--- config.mk ---
export PLATFORM = sky130hd
export DESIGN_NAME = dual_cam_line_arbiter
export DESIGN_NICKNAME = d
export VERILOG_FILES = /design/src/rtl/dual_cam_line_arbiter.sv
export SDC_FILE = /design/constraint.sdc
export NUM_CORES = 1
export LEC_CHECK = 0
export CORE_ASPECT_RATIO = 0.7
export CORE_MARGIN = 3
export CORE_UTILIZATION = 45
export CTS_CLUSTER_SIZE = 30
export DETAILED_ROUTE_END_ITERATION = 7
export PLACE_DENSITY = 0.79
export SLEW_MARGIN = 20
export SYNTH_ARGS = -nofsm -noshare
export SYNTH_HDL_FRONTEND = slang
export SYNTH_SLANG_ARGS = --single-unit
--- constraint.sdc ---
create_clock -name clk -period 2.5 [get_ports clk]
set_clock_uncertainty 0.05 [all_clocks]
set_input_delay 0.25 -clock clk [delete_from_list [all_inputs] [get_ports clk]]
set_output_delay 0.25 -clock clk [all_outputs]
set_load 0.005 [all_outputs]
--- src/rtl/dual_cam_line_arbiter.sv ---
// dual_cam_line_arbiter: alternates complete cam0/cam1 lines onto one tagged byte stream,
// owns the cam FIFO flush and counts completed dual-camera frames.
module dual_cam_line_arbiter #(
    parameter int IM_X       = 1280,
    parameter int IM_Y       = 720,
    parameter int COLOR_MODE = 1,
    parameter int FIFO_AW    = 12
) (
    input  logic               clk,
    input  logic               rst,
    input  logic               start_stream,
    input  logic [FIFO_AW-1:0] cam0_usedw,
    input  logic               cam0_empty,
    input  logic [7:0]         cam0_q,
    output logic               cam0_rdreq,
    input  logic [FIFO_AW-1:0] cam1_usedw,
    input  logic               cam1_empty,
    input  logic [7:0]         cam1_q,
    output logic               cam1_rdreq,
    output logic               fifo_flush,
    output logic [7:0]         out_data,
    output logic               out_valid,
    input  logic               out_ready,
    output logic               out_sof,
    output logic               out_eol,
    output logic               out_cam,
    output logic               busy,
    output logic [15:0]        frame_cnt
);
    localparam int LINE_BYTES = IM_X * COLOR_MODE;
    localparam int BW = LINE_BYTES > 1 ? $clog2(LINE_BYTES) : 1;
    localparam int LW = IM_Y > 1 ? $clog2(IM_Y) : 1;
    localparam logic [FIFO_AW-1:0] LB = FIFO_AW'(LINE_BYTES);
    localparam logic [BW-1:0] LAST_BYTE = BW'(LINE_BYTES - 1);
    localparam logic [LW-1:0] LAST_LINE = LW'(IM_Y - 1);

    generate
        if (LINE_BYTES > 2 ** FIFO_AW - 1) begin : g_size_err
            $error("LINE_BYTES does not fit in the camera FIFO fill level");
        end
    endgenerate

    typedef enum logic [1:0] {IDLE, WAIT_LINE, BURST, LINE_DONE} state_t;

    state_t          state, state_n;
    logic            cur_cam, cur_cam_n;
    logic [LW-1:0]   line_cnt, line_cnt_n;
    logic [BW-1:0]   byte_cnt, byte_cnt_n;
    logic            frame_inc;
    logic            sel_empty, hs, last_byte;
    logic [7:0]      sel_q;
    logic [FIFO_AW-1:0] sel_usedw;

    assign sel_empty  = cur_cam ? cam1_empty : cam0_empty;
    assign sel_q      = cur_cam ? cam1_q : cam0_q;
    assign sel_usedw  = cur_cam ? cam1_usedw : cam0_usedw;
    assign last_byte  = byte_cnt == LAST_BYTE;
    assign out_valid  = state == BURST && !sel_empty;
    assign hs         = out_valid && out_ready;
    assign cam0_rdreq = hs && !cur_cam;
    assign cam1_rdreq = hs && cur_cam;
    assign out_data   = state == BURST ? sel_q : 8'h00;
    assign out_sof    = out_valid && !cur_cam && line_cnt == '0 && byte_cnt == '0;
    assign out_eol    = out_valid && last_byte;
    assign out_cam    = cur_cam;
    assign busy       = state != IDLE;
    // Reset must never clear the FIFOs, even with start_stream already high.
    assign fifo_flush = state == IDLE && start_stream && !rst;

    always_comb begin
        state_n    = state;
        cur_cam_n  = cur_cam;
        line_cnt_n = line_cnt;
        byte_cnt_n = byte_cnt;
        frame_inc  = 1'b0;
        case (state)
            IDLE: if (start_stream) begin
                state_n    = WAIT_LINE;
                cur_cam_n  = 1'b0;
                line_cnt_n = '0;
            end
            WAIT_LINE: if (!start_stream) state_n = IDLE;
                       else if (sel_usedw >= LB) begin
                           state_n    = BURST;
                           byte_cnt_n = '0;
                       end
            BURST: if (hs) begin
                byte_cnt_n = last_byte ? '0 : byte_cnt + 1'b1;
                state_n    = last_byte ? LINE_DONE : BURST;
            end
            default: begin
                cur_cam_n  = !cur_cam;
                frame_inc  = cur_cam && line_cnt == LAST_LINE;
                line_cnt_n = !cur_cam ? line_cnt : frame_inc ? '0 : line_cnt + 1'b1;
                state_n    = start_stream ? WAIT_LINE : IDLE;
            end
        endcase
    end

    always_ff @(posedge clk) begin
        if (rst) begin
            state     <= IDLE;
            cur_cam   <= 1'b0;
            line_cnt  <= '0;
            byte_cnt  <= '0;
            frame_cnt <= '0;
        end else begin
            state     <= state_n;
            cur_cam   <= cur_cam_n;
            line_cnt  <= line_cnt_n;
            byte_cnt  <= byte_cnt_n;
            frame_cnt <= frame_cnt + {15'd0, frame_inc};
        end
    end
endmodule

# ---- After elaboration in Yosys (flattened, before gate mapping)
# Cells that the tools add are included.
# W data, S select, Z words.
dict set report word_totals {
  inputBits 46
  out_inout_bits 32
  regBits 40
}
dict set report op_classes {
  muxes 23
  bitwise_logic 1
  reduce_logical 26
  n_eq_ne 9
  n_lt_le_gt_ge 1
  addsub 3
}
# operator n
set op_table {}
lappend op_table {{$mux W11} 4}
lappend op_table {{$mux W10} 3}
lappend op_table {{$pmux W11 S2} 1}
lappend op_table {{$pmux W10 S2} 1}
lappend op_table {{$add A16 B1 Y16} 1}
lappend op_table {{$mux W8} 2}
lappend op_table {{$ge A12 B11 Y1 const B} 1}
lappend op_table {{$mux W12} 1}
lappend op_table {{$add A11 B1 Y11 const B} 1}
lappend op_table {{$eq A11 B11 Y1 const B} 1}
lappend op_table {{$logic_and A1 B1 Y1} 11}
lappend op_table {{$logic_not A11 Y1} 1}
lappend op_table {{$add A10 B1 Y10 const B} 1}
lappend op_table {{$eq A10 B10 Y1 const B} 1}
lappend op_table {{$logic_not A10 Y1} 1}
lappend op_table {{$mux W2} 4}
lappend op_table {{$ne A2 B2 Y1 const B} 4}
lappend op_table {{$pmux W2 S3} 1}
lappend op_table {{$reduce_and A3 Y1} 2}
lappend op_table {{$reduce_bool A2 Y1} 3}
lappend op_table {{$mux W1} 5}
lappend op_table {{$reduce_and A4 Y1} 1}
lappend op_table {{$logic_not A1 Y1} 3}
lappend op_table {{$ne A3 B3 Y1 const B} 1}
lappend op_table {{other kinds (8)} 8}

# ---- Longest topological paths before layout
# Gate-level depths: netlist of run 1.
dict set report depth {
  depth_word 6
  depth_mapped 10
}

# ---- Least setup slack after synthesis of run 1
# No wires, ideal clock.
dict set report synth_path {
  kind {flip-flop to flip-flop}
  start {reg line_cnt[4]}
  end {reg frame_cnt[11]}
  path_slack_ns 0.431
  setup_ns 0.128
  t_arrival_ns 1.891
  n_path_buf 0
  synth_period_minus_slack_ns 2.069
  required_time_ns 2.322
  path_stages_with_launch 10
  path_cell_list {dfxtp_1 or3_1 nor3_1 and2_1 ha_1 nand3_1 and3b_1 nand3_1 xor2_1 nor2_1}
}
dict set report synth_via {
  elab_chain_cells 4
}
# element line
set synth_lines {}
lappend synth_lines {{start, declared} 47} ;# logic [LW-1:0] line_cnt, line_cnt_n;
lappend synth_lines {{start signal, assigned} 110} ;# line_cnt <= line_cnt_n;
lappend synth_lines {{$eq A10 B10 Y1} 93} ;# frame_inc = cur_cam && line_cnt == LAST_LINE;
lappend synth_lines {{$logic_and A1 B1 Y1} 93}
lappend synth_lines {{$mux W1} 76} ;# case (state)
lappend synth_lines {{$add A16 B1 Y16} 112} ;# frame_cnt <= frame_cnt + {15'd0, frame_inc};
lappend synth_lines {{end signal, assigned} 112}
lappend synth_lines {{end, declared} 28} ;# output logic [15:0] frame_cnt
# No other way between the ends.
# A chain may end at the register's enable or synchronous reset.

# ---- Worst setup path after layout of run 1
dict set report layout_path {
  start {reg byte_cnt[0]}
  end {out out_eol}
}
dict set report layout_via {
  elab_chain_cells 2
}
# element line
set layout_lines {}
lappend layout_lines {{start, declared} 48} ;# logic [BW-1:0] byte_cnt, byte_cnt_n;
lappend layout_lines {{start signal, assigned} 111} ;# byte_cnt <= byte_cnt_n;
lappend layout_lines {{$eq A11 B11 Y1} 57} ;# assign last_byte = byte_cnt == LAST_BYTE;
lappend layout_lines {{$logic_and A1 B1 Y1} 64} ;# assign out_eol = out_valid && last_byte;
lappend layout_lines {{end, declared} 25} ;# output logic out_eol,
# No other way between the ends.

==> impl_metrics.yaml, run 1 <==
detailed_routing:
  firstDrtPassIters: 4
  via_per_inst: 5.25
  drt_iter0_drc: 126
  wire_per_inst_um: 14.2
  wl_um: 5980
  drc: 0
  antenna_left: 0
  vias: 2217
floorplan:
  die_height_um: 66.3
  dieArea_sq_um: 6110
  rows: 21
  die_w_um: 92.1
  ios: 78
  start_util_pct: 47.8
  core_area_sq_um: 4890
timing:
  fin_ws_ns: 0.129
  fin_crit_sh_pct: 94.8
  max_freq_ghz: 0.422
  fin_worst_hold_slack_ns: 0.433
  finalHoldViolCount: 0
  finalSetupViolCount: 0
  period_minus_slack_ns: 2.37
  drv_slew: 0
  max_slew_margin_pct: 68.6
  worst_pin_slew_ns: 0.468
critical_path:
  critPathMaxStageDelay_ns: 0.53
  cp-start-kind: "register"
  cp_common_cell: "nand3_1"
  cp_cell_sequence: "ha_1 -> nand3_1 -> nor2_2 -> nand3_1 -> nor3_2 -> clkdlybuf4s50_1"
  critPathArrivalTime_ns: 2.07
  cp-end-kind: "output pin"
  crit_fanout: 6
  critPathSlowestCell: "clkdlybuf4s50_1"
  path_buf_inv: 1
  worstSetupPathType: "reg -> out"
  crit_family: "simple AND/OR/NAND/NOR gates"
  crit_required_ns: 2.20
place:
  gp_congestion: 0.864
  dp_hpwl_um: 4460
  io_buffers: 61
  place_ws_ns: 0.165
  placed_area_sq_um: 3070
layout:
  antenna_cells: 0
  drive_above_1_share_pct: 10.2
  syn2layout_area_growth_pct: 37.8
  final_cell_mix: "60 x clkdlybuf4s50_1, 37 x dfxtp_1, 35 x nor2_1"
  nNetsFinal: 410
  fin_util_pct: 65.9
  stdcell_area_sq_um: 3220
  final_common_cell: "clkdlybuf4s50_1"
run:
  maxCapViolations: 0
pwr:
  p_total_w: 0.00144
  power.density_nw_per_um2: 447
  intPower_w: 0.00107
  power.leakage_nw: 1.20
  clockPowerShare_pct: 37.0
  vdd_drop_max_mv: 0.297
  power.switching_w: 0.000368
  pwr-share-comb_pct: 17.1
  switching_share_pct: 25.6
  seq_power_share_pct: 46.0
yosys:
  yosysSeqAreaShare_pct: 34.3
  avgSynthCellArea_sq_um: 8.28
  synth_edf_count: 0
  synth_fp_nets: 340
  ys_seq_elements: 40
  ys_types: 46
  yosysWarnings: 0
  synthFlopType: "dfxtp_1"
  postSynth.asyncResetShare_pct: 0
  netlist_instances: 282
  synth_area_sq_um: 2340
grt:
  antenna_found_initial: 0
  grt_max_degree: 31
  grt_util_met1_pct: 28.8
  grt_overflow: 0
  first_global_vias: 2071
  grt-busiest-layer: "met2"
  grt_use_met3_pct: 4.78
  grt_usage_pct: 19.7
  grt_pass1_wl_um: 9740
  grt_util_met2_pct: 29.4
outcome:
  outcome: "finished clean"
clock_tree:
  htreeDepth: 2
  cts_setup_buffers: 0
  clock_sinks: 40
  clk_pin_slew_worst_paths_ns: 0.08
  cts_buffers: 5
  cts_max_path_buffers: 2
  cts_root_buf: "clkbuf_8"
  hold_buffers: 0
  clock_latency_ns: 0.29
  cts_tree: "done"
worst_hold_path:
  hold_class: "reg -> reg"
==> sequential cells by signal, summed over array words and instances (netlist names) <==
signal     flops
byte_cnt      11
state          2
line_cnt      10
frame_cnt     16
out_cam        1
==> worst reg2reg max path, stage by stage, from the launching register on <==
cell	delay, ns
dfxtp_1	0.33
or3_1	0.40
nor3_1	0.23
and2_1	0.22
ha_1	0.21
nand3_2	0.14
and3b_2	0.31
nand3_1	0.09
xor2_1	0.14
nor2_1	0.05
==> path summary, 6_finish.rpt <==
path                    start            end  slack (ns)  cells after the start
setup reg to reg  line_cnt[4]  frame_cnt[11]        0.22                      9
setup / recovery  byte_cnt[0]        out_eol        0.13                      6
hold / removal    byte_cnt[1]    byte_cnt[1]        0.43                      2
hold reg to reg   byte_cnt[1]    byte_cnt[1]        0.43                      2
==> power groups by stage <==
stage               sequential, W  clock [W]  combinational, W
floorplan                0.000669          0          0.000137
global placement         0.000675          0          0.000238
detailed placement       0.000675          0          0.000242
CTS                      0.000660   0.000537          0.000245
global route             0.000663   0.000567          0.000270
finish                   0.000661   0.000532          0.000245
==> layer usage <==
layer	vias to the layer above	share of wire, %
met3	2	5.5
met4	0	0.28
met5	-	0
li1	1124	-
met1	1029	51
met2	62	44
==> cell usage after synthesis, types with 5 or more instances <==
cell     number  area share, %
mux2i_1      10            4.3
inv_1        10            1.6
nand3_1      17            3.6
ha_1         12            6.4
nor2b_1      13            3.5
nand2_1      25            4.0
o21ai_0      14            3.0
nor3_1        5            1.1
a21oi_1      11            2.4
xnor2_1       5            1.9
and3_1        8            2.1
xor2_1       17            6.4
nand4_1       5            1.3
or3_1         7            1.9
dfxtp_1      40             34
nor2_1       36            5.8
==> final cells by class <==
cell class | instances | area [sq um]
multi-input cells | 222 | 1480
clock buffers | 5 | 68.8
clock inverters | 3 | 42.5
inverters | 11 | 41.3
repair buffers | 72 | 696
flip-flops and latches | 40 | 805
fillers | 422 | 1670
well taps | 69 | 86.3
==> cell families (layout without fill, tap and decap cells) <==
family          after synthesis  count (layout)  share of synthesized area (%)
xor+xnor                     22              22                           8.25
simple gates                132             132                           28.7
flops                        40              40                           34.3
fa+ha+maj                    12              12                           6.43
buf+inv                      20              91                           3.64
mux                          10              10                           4.29
compound gates               46              46                           14.4
==> what timing repair did <==
action,4_1_cts,5_1_grt
endpoints found under the setup margin,2,10
gates cloned,0,0
gates resized for setup,2,10
pin swaps,0,1
==> stage by stage <==
stage          setup TNS [ns]  instances
6_report                    0        422
5_1_grt               -0.0178        422
4_1_cts                     0        422
3_5_place_dp                0        414
3_3_place_gp                0        414
2_1_floorplan               0        282
Note: power is estimated with default switching activity, not from simulation.
==> inputs of run 2 (changes only) <==
CORE_ASPECT_RATIO = 0.5   (was 0.7)
CTS_CLUSTER_SIZE = 8   (was 30)
clock period = 2.8 ns   (was 2.5 ns; I/O delays follow)
==> run 2 against run 1 <==
Net effect: non-clock buffer count decreased by 7; critical path depth shrank 1; register-to-register slack gained 0.19 ns; die area rose by 0.63%; combinational power decreased by 12%; highest routed layer unchanged; clock power shrank 9.8%; critical path type unchanged.
==> impl_metrics.yaml, run 2 (synthesis results as in run 1) <==
outcome:
  outcome: "finished clean"
floorplan:
  dieArea_sq_um: 6140
  ios: 78
  die_height_um: 56.9
  die_w_um: 108
  rows: 17
  start_util_pct: 49.7
  core_area_sq_um: 4700
grt:
  grt_usage_pct: 20.0
  grt_pass1_wl_um: 10100
  grt_max_degree: 31
  grt_overflow: 0
  first_global_vias: 2188
  antenna_found_initial: 0
layout:
  top_register: "frame_cnt"
  fillers: 385
  reg_top3: "frame_cnt (16), byte_cnt (11), line_cnt (10)"
  fin_util_pct: 67.0
  drive_above_1_share_pct: 6.36
  largest_reg_flops: 16
  nNetsFinal: 403
  final_common_cell: "clkdlybuf4s50_1"
  syn2layout_area_growth_pct: 34.9
  stdcell_area_sq_um: 3150
  final_cell_mix: "61 x clkdlybuf4s50_1, 40 x dfxtp_1, 35 x nor2_1"
  antenna_cells: 0
  fin_cells: 412
clock_tree:
  htreeDepth: 2
  clock_sinks: 40
  cts_tree: "done"
  clk_pin_slew_worst_paths_ns: 0.08
  cts_setup_buffers: 0
  cts_max_path_buffers: 2
  cts_buffers: 5
  clock_latency_ns: 0.29
  cts_root_buf: "clkbuf_8"
critical_path:
  worstSetupPathType: "reg -> out"
  critPathSlowestCell: "clkdlybuf4s50_1"
  critPathMaxStageDelay_ns: 0.56
  cp_cell_sequence: "or4_1 -> nor2_1 -> nand4_1 -> nor4_2 -> clkdlybuf4s50_1"
  crit_required_ns: 2.47
  crit_fanout: 7
  cp-end-kind: "output pin"
  cp-start-kind: "register"
  critPathArrivalTime_ns: 2.35
timing:
  max_freq_ghz: 0.374
  fin_ws_ns: 0.124
  finalSetupViolCount: 0
  worst_pin_slew_ns: 0.680
  fin_crit_sh_pct: 95.6
  finalHoldViolCount: 0
  max_slew_margin_pct: 54.2
  period_minus_slack_ns: 2.68
  drv_slew: 0
pwr:
  power.leakage_nw: 1.15
  p_total_w: 0.00129
  power.density_nw_per_um2: 408
  vdd_drop_max_mv: 0.272
place:
  placedCellCount: 404
  placed_area_sq_um: 3020
  dp_hpwl_um: 4570
  place_ws_ns: 0.418
  gp_congestion: 0.919
  io_buffers: 61
detailed_routing:
  wire_per_inst_um: 14.4
  wl_um: 5950
  antenna_left: 0
  via_per_inst: 5.49
  firstDrtPassIters: 4
  vias: 2262
  drt_iter0_drc: 159
  drc: 0
worst_hold_path:
  hold_class: "reg -> reg"
run:
  maxCapViolations: 0
run 2: final timing paths:
kind                                   start             to  slack, ns  cells past startpoint
worst max-delay path             byte_cnt[4]        out_sof       0.12                      5
worst min-delay path            byte_cnt[10]   byte_cnt[10]       0.44                      2
worst max register to register   line_cnt[4]  frame_cnt[11]       0.41                      9
worst min register to register  byte_cnt[10]   byte_cnt[10]       0.44                      2
run 2: cell type report:
type	instances	area, sq um	area share (%)
clock buffers	5	68.8	2.18
inverters	11	41.3	1.31
flip-flops and latches	40	801	25.4
repair buffers	65	641	20.3
well taps	66	82.6	2.62
multi-input cells	222	1470	46.7
clock inverters	3	46.3	1.47
run 2: per-layer routing:
metal	wire length, um	vias up	track usage [%]	share of wire (%)
li1	-	1116	-	-
met1	2720	1081	26.5	46
met2	2890	61	34.3	49
met3	303	4	4.29	5.1
met4	36	0	3.24	0.61
met5	0	-	0	0
run 2: what timing repair did:
action,CTS,global route
hold buffers,0,0
gates resized for setup,0,5
endpoints found under the setup margin,0,2
run 2: per-stage QoR:
stage	TNS, ns	hold WS [ns]
CTS	0	0.442
global placement	0	0.419
finish	0	0.443
detailed placement	0	0.429
floorplan	0	0.394
global route	-0.0197	0.459
run 2: worst max-delay path: cells and delay by family, from the launching register on:
family | cells | cell delay, ns
flip-flops | 1 | 0.39
AND/OR/NAND/NOR | 4 | 1.10
buffers and inverters | 1 | 0.56
run 2: power breakdown:
| part | total (W) | leakage [nW] | switching (W) | internal [W] |
|---|---|---|---|---|
| Combinational | 0.000215 | 0.771 | 0.000106 | 0.000109 |
| Sequential | 0.000591 | 0.323 | 0.0000145 | 0.000577 |
| Clock | 0.000480 | 0.0548 | 0.000211 | 0.000269 |
| Total | 0.00129 | 1.15 | 0.000332 | 0.000955 |
